**src/rtl/riscv_dp_bypass.sv**
```systemverilog
// Operand bypass and load-use interlock for an in-order RISC-V datapath.
// A short shift register of slots tracks the destination of every
// instruction in flight. Each decode source is resolved against the
// youngest matching slot. A load that is still too young to forward
// stalls decode until its data reaches the load-ready slot.
module riscv_dp_bypass #(
    parameter int MP_DATA_WIDTH         = 32,
    parameter int MP_REGFILE_ADDR_WIDTH = 5,
    parameter int MP_NUM_SRC            = 2,
    parameter int MP_FWD_DEPTH          = 3,
    parameter int MP_LOAD_READY_SLOT    = 2
) (
    input  logic                                      iclk,
    input  logic                                      irst,
    input  logic                                      iissue_valid,
    input  logic [MP_REGFILE_ADDR_WIDTH-1:0]          iissue_rd,
    input  logic                                      iissue_rd_wr_en,
    input  logic                                      iissue_is_load,
    input  logic                                      iflush,
    input  logic [MP_NUM_SRC*MP_REGFILE_ADDR_WIDTH-1:0] isrc_addr,
    input  logic [MP_NUM_SRC*MP_DATA_WIDTH-1:0]       isrc_rf_data,
    input  logic [MP_FWD_DEPTH*MP_DATA_WIDTH-1:0]     islot_result,
    output logic [MP_NUM_SRC*MP_DATA_WIDTH-1:0]       osrc_data,
    output logic [MP_NUM_SRC-1:0]                     osrc_fwd,
    output logic                                      ostall,
    output logic [31:0]                               ostall_cnt
);

    localparam int AW = MP_REGFILE_ADDR_WIDTH;
    localparam int DW = MP_DATA_WIDTH;
    localparam int FD = MP_FWD_DEPTH;

    // Slot state: slot 0 is execute, higher indices are older.
    logic [FD-1:0] slot_valid_reg;
    logic [FD-1:0] slot_wr_en_reg;
    logic [FD-1:0] slot_is_load_reg;
    logic [AW-1:0] slot_rd_reg [FD];

    logic [31:0]           stall_cnt_reg;
    logic [MP_NUM_SRC-1:0] src_wait;
    logic                  stall;
    logic                  issue_accept;

    genvar gi;
    generate
        for (gi = 0; gi < MP_NUM_SRC; gi++) begin : g_src
            logic [AW-1:0] addr;
            logic [DW-1:0] rf_data;
            logic [DW-1:0] data;
            logic          fwd;
            logic          wait_hit;
            logic          found;

            assign addr    = isrc_addr[gi*AW +: AW];
            assign rf_data = isrc_rf_data[gi*DW +: DW];

            // Resolve this source against the youngest matching slot.
            always_comb begin
                data     = rf_data;
                fwd      = 1'b0;
                wait_hit = 1'b0;
                found    = 1'b0;
                for (int j = 0; j < FD; j++) begin
                    if (!found && slot_valid_reg[j] && slot_wr_en_reg[j] &&
                        (slot_rd_reg[j] == addr)) begin
                        found = 1'b1;
                        if (!slot_is_load_reg[j] || (j >= MP_LOAD_READY_SLOT)) begin
                            data = islot_result[j*DW +: DW];
                            fwd  = 1'b1;
                        end else begin
                            // Load data not available yet; value is irrelevant
                            // because decode is held.
                            wait_hit = 1'b1;
                        end
                    end
                end
                // x0 is hard-wired to zero and never forwarded.
                if (addr == '0) begin
                    data     = '0;
                    fwd      = 1'b0;
                    wait_hit = 1'b0;
                end
            end

            assign osrc_data[gi*DW +: DW] = data;
            assign osrc_fwd[gi]           = fwd;
            assign src_wait[gi]           = wait_hit;
        end
    endgenerate

    // A flushed or empty decode slot can never stall.
    assign stall        = iissue_valid && !iflush && (|src_wait);
    assign issue_accept = iissue_valid && !iflush && !stall;
    assign ostall       = stall;
    assign ostall_cnt   = stall_cnt_reg;

    // Advance the in-flight tracking slots; decode enters slot 0 or a bubble does.
    always_ff @(posedge iclk) begin
        if (irst) begin
            slot_valid_reg   <= '0;
            slot_wr_en_reg   <= '0;
            slot_is_load_reg <= '0;
            for (int j = 0; j < FD; j++) begin
                slot_rd_reg[j] <= '0;
            end
        end else begin
            for (int j = 1; j < FD; j++) begin
                slot_valid_reg[j]   <= slot_valid_reg[j-1];
                slot_wr_en_reg[j]   <= slot_wr_en_reg[j-1];
                slot_is_load_reg[j] <= slot_is_load_reg[j-1];
                slot_rd_reg[j]      <= slot_rd_reg[j-1];
            end
            slot_valid_reg[0]   <= issue_accept;
            slot_wr_en_reg[0]   <= issue_accept && iissue_rd_wr_en && (iissue_rd != '0);
            slot_is_load_reg[0] <= issue_accept && iissue_is_load;
            slot_rd_reg[0]      <= iissue_rd;
        end
    end

    // Saturating count of stall cycles.
    always_ff @(posedge iclk) begin
        if (irst) begin
            stall_cnt_reg <= '0;
        end else if (stall && (stall_cnt_reg != 32'hFFFF_FFFF)) begin
            stall_cnt_reg <= stall_cnt_reg + 32'd1;
        end
    end

endmodule

```
**config.mk**
```make
export PLATFORM = sky130hd
export DESIGN_NAME = riscv_dp_bypass
export DESIGN_NICKNAME = d
export VERILOG_FILES = /design/src/rtl/riscv_dp_bypass.sv
export SDC_FILE = /design/constraint.sdc
export NUM_CORES = 1
export LEC_CHECK = 0
export ABC_CLOCK_PERIOD_IN_PS = 2310
export CAP_MARGIN = 15
export CORE_UTILIZATION = 35
export CTS_CLUSTER_DIAMETER = 60
export DETAILED_ROUTE_END_ITERATION = 10
export PLACE_DENSITY = 0.78
export SLEW_MARGIN = 5
export SYNTH_ARGS = -nofsm -noshare
export SYNTH_HDL_FRONTEND = slang
export SYNTH_SLANG_ARGS = --single-unit
```
**constraint.sdc**
```tcl
create_clock -name iclk -period 2.31 [get_ports iclk]
set_input_delay 0.462 -clock iclk [delete_from_list [all_inputs] [get_ports iclk]]
set_output_delay 0.462 -clock iclk [all_outputs]
set_load 0.05 [all_outputs]
```
Yosys cells after proc, flatten, opt, wreduce, memory -nomap -nowiden

Memory sizes are Yosys's and may differ from the RTL's.
Cells that the tools add are included.

Bits in read-only memories: 0
Memories kept: 1
Input bits: 181
Latch bits: 0
Memory bits (writable): 15
Flip-flop bits (word level): 40
Output and inout bits: 99

Order comparisons: 0
Multiply operators: 0
Mux-type cells: 42
Bitwise gates (word level): 3
Reduce and logical (&&, ||, !) cells: 32
Divide/modulo/power cells: 0
Add/sub/neg operators: 1
Equality and inequality tests: 7
Shifts and indexed selects: 0

Memory list:

| name        | depth | width | read ports | clocked after memory_dff | wr ports | RTL line | RTL |
|---|---|---|---|---|---|---|---|
| slot_rd_reg | 3     | 5     | 3          | 0                        | 3        | 37       | `logic [AW-1:0] slot_rd_reg [FD];` |

Operators by type and width:

| operator              | count |
|---|---|
| $mux 32               | 12 |
| $add 32x1->32 const B | 1 |
| $ne 32x32->1 const B  | 1 |
| $eq 5x5->1            | 6 |
| $mux 1                | 27 |
| $logic_and 1x1->1     | 22 |
| $mux 5                | 3 |
| $logic_not 5->1       | 2 |
| $logic_not 1->1       | 6 |
| $reduce_bool 5->1     | 1 |
| $or 1x1->1            | 3 |
| $reduce_or 2->1       | 1 |

Longest topological paths before layout

Word-level depth: 15
Gate-level depth with buffers: 10
Gate-level depth less buffers: 9

Least setup slack after synthesis

OpenSTA, ideal clock, no wires.

Kind: input to output
Start: input isrc_addr[4]
End: output osrc_data[21]
Path slack: -1,108 ps
Stages: 9
Arrival time: 2,956 ps
Path through: xnor2_1 -> nand3_1 -> or3_1 -> or3b_1 -> buf_2 -> buf_2 -> nand2_1 -> o21ai_0 -> o21ai_0

Cells in the longest elaborated chain, start to end: 14
Elaborated cells on any way between the ends: 20
Those cells by class: 3 x eq/ne; 7 x mux; 10 x reduce/logical

Ends and longest elaborated chain:

| item                            | RTL line | RTL |
|---|---|---|
| from (decl)                     | 20       | `input logic [MP_NUM_SRC*MP_REGFILE_ADDR_WIDTH-1:0] isrc_addr,` |
| $eq 5x5->1                      | 65       | `(slot_rd_reg[j] == addr)) begin` |
| $logic_and 1x1->1               | 64       | `if (!found && slot_valid_reg[j] && slot_wr_en_reg[j] &&` |
| $mux 1                          | 64       |  |
| $logic_not 1->1                 | 64       |  |
| $logic_and 1x1->1 (3 in series) | 64       |  |
| $mux 1                          | 64       |  |
| $logic_not 1->1                 | 64       |  |
| $logic_and 1x1->1 (3 in series) | 64       |  |
| $mux 32                         | 64       |  |
| $mux 32 *                       | 78       | `if (addr == '0) begin` |
| to (decl)                       | 23       | `output logic [MP_NUM_SRC*MP_DATA_WIDTH-1:0] osrc_data,` |

Every way passes the cells marked *; elsewhere a longest branch is shown, timed or not.

==> impl_metrics.py <==
metrics = {
    "pwr": {
        "seq_power_share_pct": 30.3,
        "power.leakage_nw": 4.465,
        "powerDensity_mw_per_mm2": 276.2,
        "ir_drop_mv": 0.2827,
        "switchingPower_mw": 1.121,
        "swShare_pct": 34.79,
        "p_total_mw": 3.223,
        "clockPowerShare_pct": 23.9,
        "p_int_mw": 2.102,
        "comb_power_share_pct": 45.7,
    },
    "logic_synthesis": {
        "synthCells": 676,
        "yosysMostFrequentCell": "nand2_1",
        "netlist_top_cells_area": "dfxtp_1 23%, mux2i_1 14%, nand2_1 8.8%",
        "ys_warn_count": 0,
        "synth-edff-count": 0,
        "seq_area_frac_synth_pct": 22.93,
        "synthTopCellsByCount": "112 x nand2_1, 84 x o21ai_0, 66 x mux2i_1, 59 x nand3_1, 55 x dfxtp_1",
        "yosysTopAreaCell": "dfxtp_1",
        "ys.flop_type": "dfxtp_1",
        "syn_nets": 858,
        "synthesis.area_sq_mm": 0.004801,
        "synth_seq_cells": 55,
        "synth_area_per_cell_sq_um": 7.102,
        "ys_types": 44,
        "ys_async_sr_fraction_pct": 0,
        "synth_top_area_share_pct": 22.93,
    },
    "place": {
        "place_hpwl_microns": 17260,
        "placedCellCount": 1157,
        "gp_congestion": 0.9176,
        "io_buffers": 279,
        "dpl_cell_area_sq_mm": 0.009641,
    },
    "routing": {
        "vias_per_cell": 6.141,
        "drt_iter0_drc": 610,
        "wl_microns": 32080,
        "drt.antenna.violating_nets": 0,
        "drc": 0,
        "drt-pass1-iter-count": 5,
        "vias": 7437,
        "wl_per_cell_microns": 26.49,
    },
    "hold_path": {
        "min_from": "slot_rd_reg[0][4]",
        "hold_path.class": "reg2reg",
    },
    "cells_and_area": {
        "largest_reg_flops": 32,
        "design_area_sq_mm": 0.01167,
        "final_cells": 1211,
        "final_nets": 1214,
        "area_growth_pct": 143.1,
        "nFillCells": 557,
        "drive_gt1_share_pct": 45.89,
    },
    "critical_path": {
        "critPathMaxFanout": 8,
        "critPathArrivalTime_ps": 2680,
        "critical_path_class": "reg2out",
        "r2r_start": "slot_rd_reg[0][3]",
        "end_kind": "primary output",
        "crit_required_ps": 1850,
        "crit_start": "slot_rd_reg[0][0]",
        "cp_num_buf_inv": 4,
        "cpPeakStageDelay_ps": 420,
        "start_kind": "flop",
        "path_cells": "xor2_1 -> nor4_2 -> nand4_1 -> buf_4 -> nor2_4 -> buf_6 -> buf_12 -> mux2i_4 -> nand2_4 -> o21ai_2 -> o21ai_4 -> buf_8",
        "critPathSlowestCell": "mux2i_4",
        "cp_top_family": "simple AND/OR/NAND/NOR gates",
    },
    "timing": {
        "timing_hold_violations_final": 0,
        "grt_setup_unrepaired": "yes",
        "holdWs_ps": 497.9,
        "finalCritPeriodShare_pct": 136.2,
        "skew_ps": 9.279,
        "relSlewSlack_pct": 63.43,
        "setup_viol": 100,
        "fin_tns_setup_ps": -54850,
        "report.final.slew_viol_count": 0,
        "worst_pin_slew_ps": 546.9,
        "worst_slack_ps": -836.0,
        "max_freq_mhz": 317.9,
        "fin_crit_ps": 3146,
    },
    "grt": {
        "grt_pass1_vias": 6956,
        "antenna_found_initial": 2,
        "grt_pass1_wl_microns": 39750,
        "overflow": 0,
        "grt_usage_pct": 35.96,
        "grt_max_degree": 34,
    },
    "floorplan": {
        "die_width_microns": 119.1,
        "io_pins": 280,
        "rows": 42,
        "dieArea_sq_mm": 0.01419,
        "die_h_microns": 119.1,
        "core_area_sq_mm": 0.01330,
        "start_util_pct": 36.11,
    },
    "clock_network": {
        "cts_buffers": 5,
        "cts_sinks": 55,
        "root_buffer": "clkbuf_16",
        "cts.hold.buffers_added": 0,
        "clockBufferDepth": 2,
        "insertion_delay_ps": 290,
        "cts_tree": "done",
        "cts.clk_slew.worst_paths_ps": 80,
        "cts.htree.levels": 2,
    },
    "run_status": {
        "outcome": "finished, violations left",
        "violations": "negative setup slack",
    },
    "job": {
        "maxCapViolations": 0,
    },
}
==> metal layers <==
layer  vias to the layer above  wire length [microns]  track usage (%)
met5                         -                      0                0
met4                         0                   2794            17.48
met3                       232                   3482            7.328
met2                       557                  14690            62.17
met1                      3536                  11110            42.07
li1                       3112                      -                -
==> through the flow <==
stage          utilization [%]  worst slack (ps)
3_3_place_gp             72.51             -1009
4_1_cts                  81.89            -655.2
3_5_place_dp             72.51             -1062
2_1_floorplan                -            -352.9
6_report                 87.78            -836.0
5_1_grt                  87.76            -919.6
==> worst paths after layout <==
kind | to | slack, ps | depth (start not counted)
setup / recovery | osrc_data[6] | -840 | 12
hold / removal | slot_rd_reg[0][9] | 500 | 1
setup reg to reg | ostall_cnt[6] | -290 | 14
hold reg to reg | slot_rd_reg[0][9] | 500 | 1
==> worst register-to-register path, delay by kind of cell (launching register included) <==
kind | cells | cell delay, ps
compound gates | 1 | 220
xor+xnor | 2 | 340
buf+inv | 6 | 850
flops | 1 | 370
mux | 1 | 190
simple gates | 4 | 520
==> placed cells by master, fill, tap and decap left out, types with 7 or more instances in the layout <==
cell type and n:
o22ai_4 33, clkbuf_16 10, and3_1 12, dfxtp_1 34, xor2_1 33, nor2b_1 21
nand2_1 82, o21ai_4 53, nand4_1 13, buf_12 61, nand3_2 17, xnor2_1 12
mux2i_2 18, clkdlybuf4s50_1 201, buf_8 13, o21ai_2 43, inv_1 7, mux2i_4 11
xnor2_2 10, nand3_1 40, nor3_1 8, buf_6 47, nand2_4 10, nand2_2 21
dfxtp_2 20, buf_2 7, buf_16 13, mux2i_1 37, buf_4 50, nor2_1 35
==> timing repair <==
item / 4_1_cts / 5_1_grt
cloned: 14 / 5
resized for setup: 228 / 119
setup endpoints to repair: 102 / 101
setup buffers: 16 / 16
pin swaps: 74 / 61
hold endpoints to repair: 0 / 0
==> cells by family (layout without fill, tap and decap cells) <==
kind of cell | Yosys count | after routing | share of synthesized area, %
AND/OR/NAND/NOR | 298 | 298 | 30.91
AO/OA/AOI/OAI | 138 | 138 | 15.56
multiplexers | 66 | 66 | 13.76
buffers and inverters | 60 | 417 | 5.994
XOR/XNOR | 58 | 58 | 10.58
flip-flops | 55 | 55 | 22.93
adder cells (fa/ha/maj) | 1 | 1 | 0.2606
other | 0 | 2 | 0
==> power groups by stage <==
stage	combinational [mW]	clock [mW]	sequential, mW
after floorplan	0.610	0	0.994
after global placement	1.26	0	0.996
after detailed placement	1.27	0	0.997
after CTS	1.35	0.774	0.976
after global routing	1.51	0.817	0.979
final	1.47	0.771	0.978
==> cell type report <==
type                    instances  area (sq um)  area share, %
clock inverters                 3         23.77         0.2037
inverters                       8         35.03         0.3002
flip-flops and latches         55          1130          9.682
well taps                     176         220.2          1.887
repair buffers                401          4881          41.82
multi-input cells             561          5250          44.99
clock buffers                   5         125.1          1.072
diodes                          2         5.005        0.04289
Note: power is estimated with default switching activity, not from simulation.
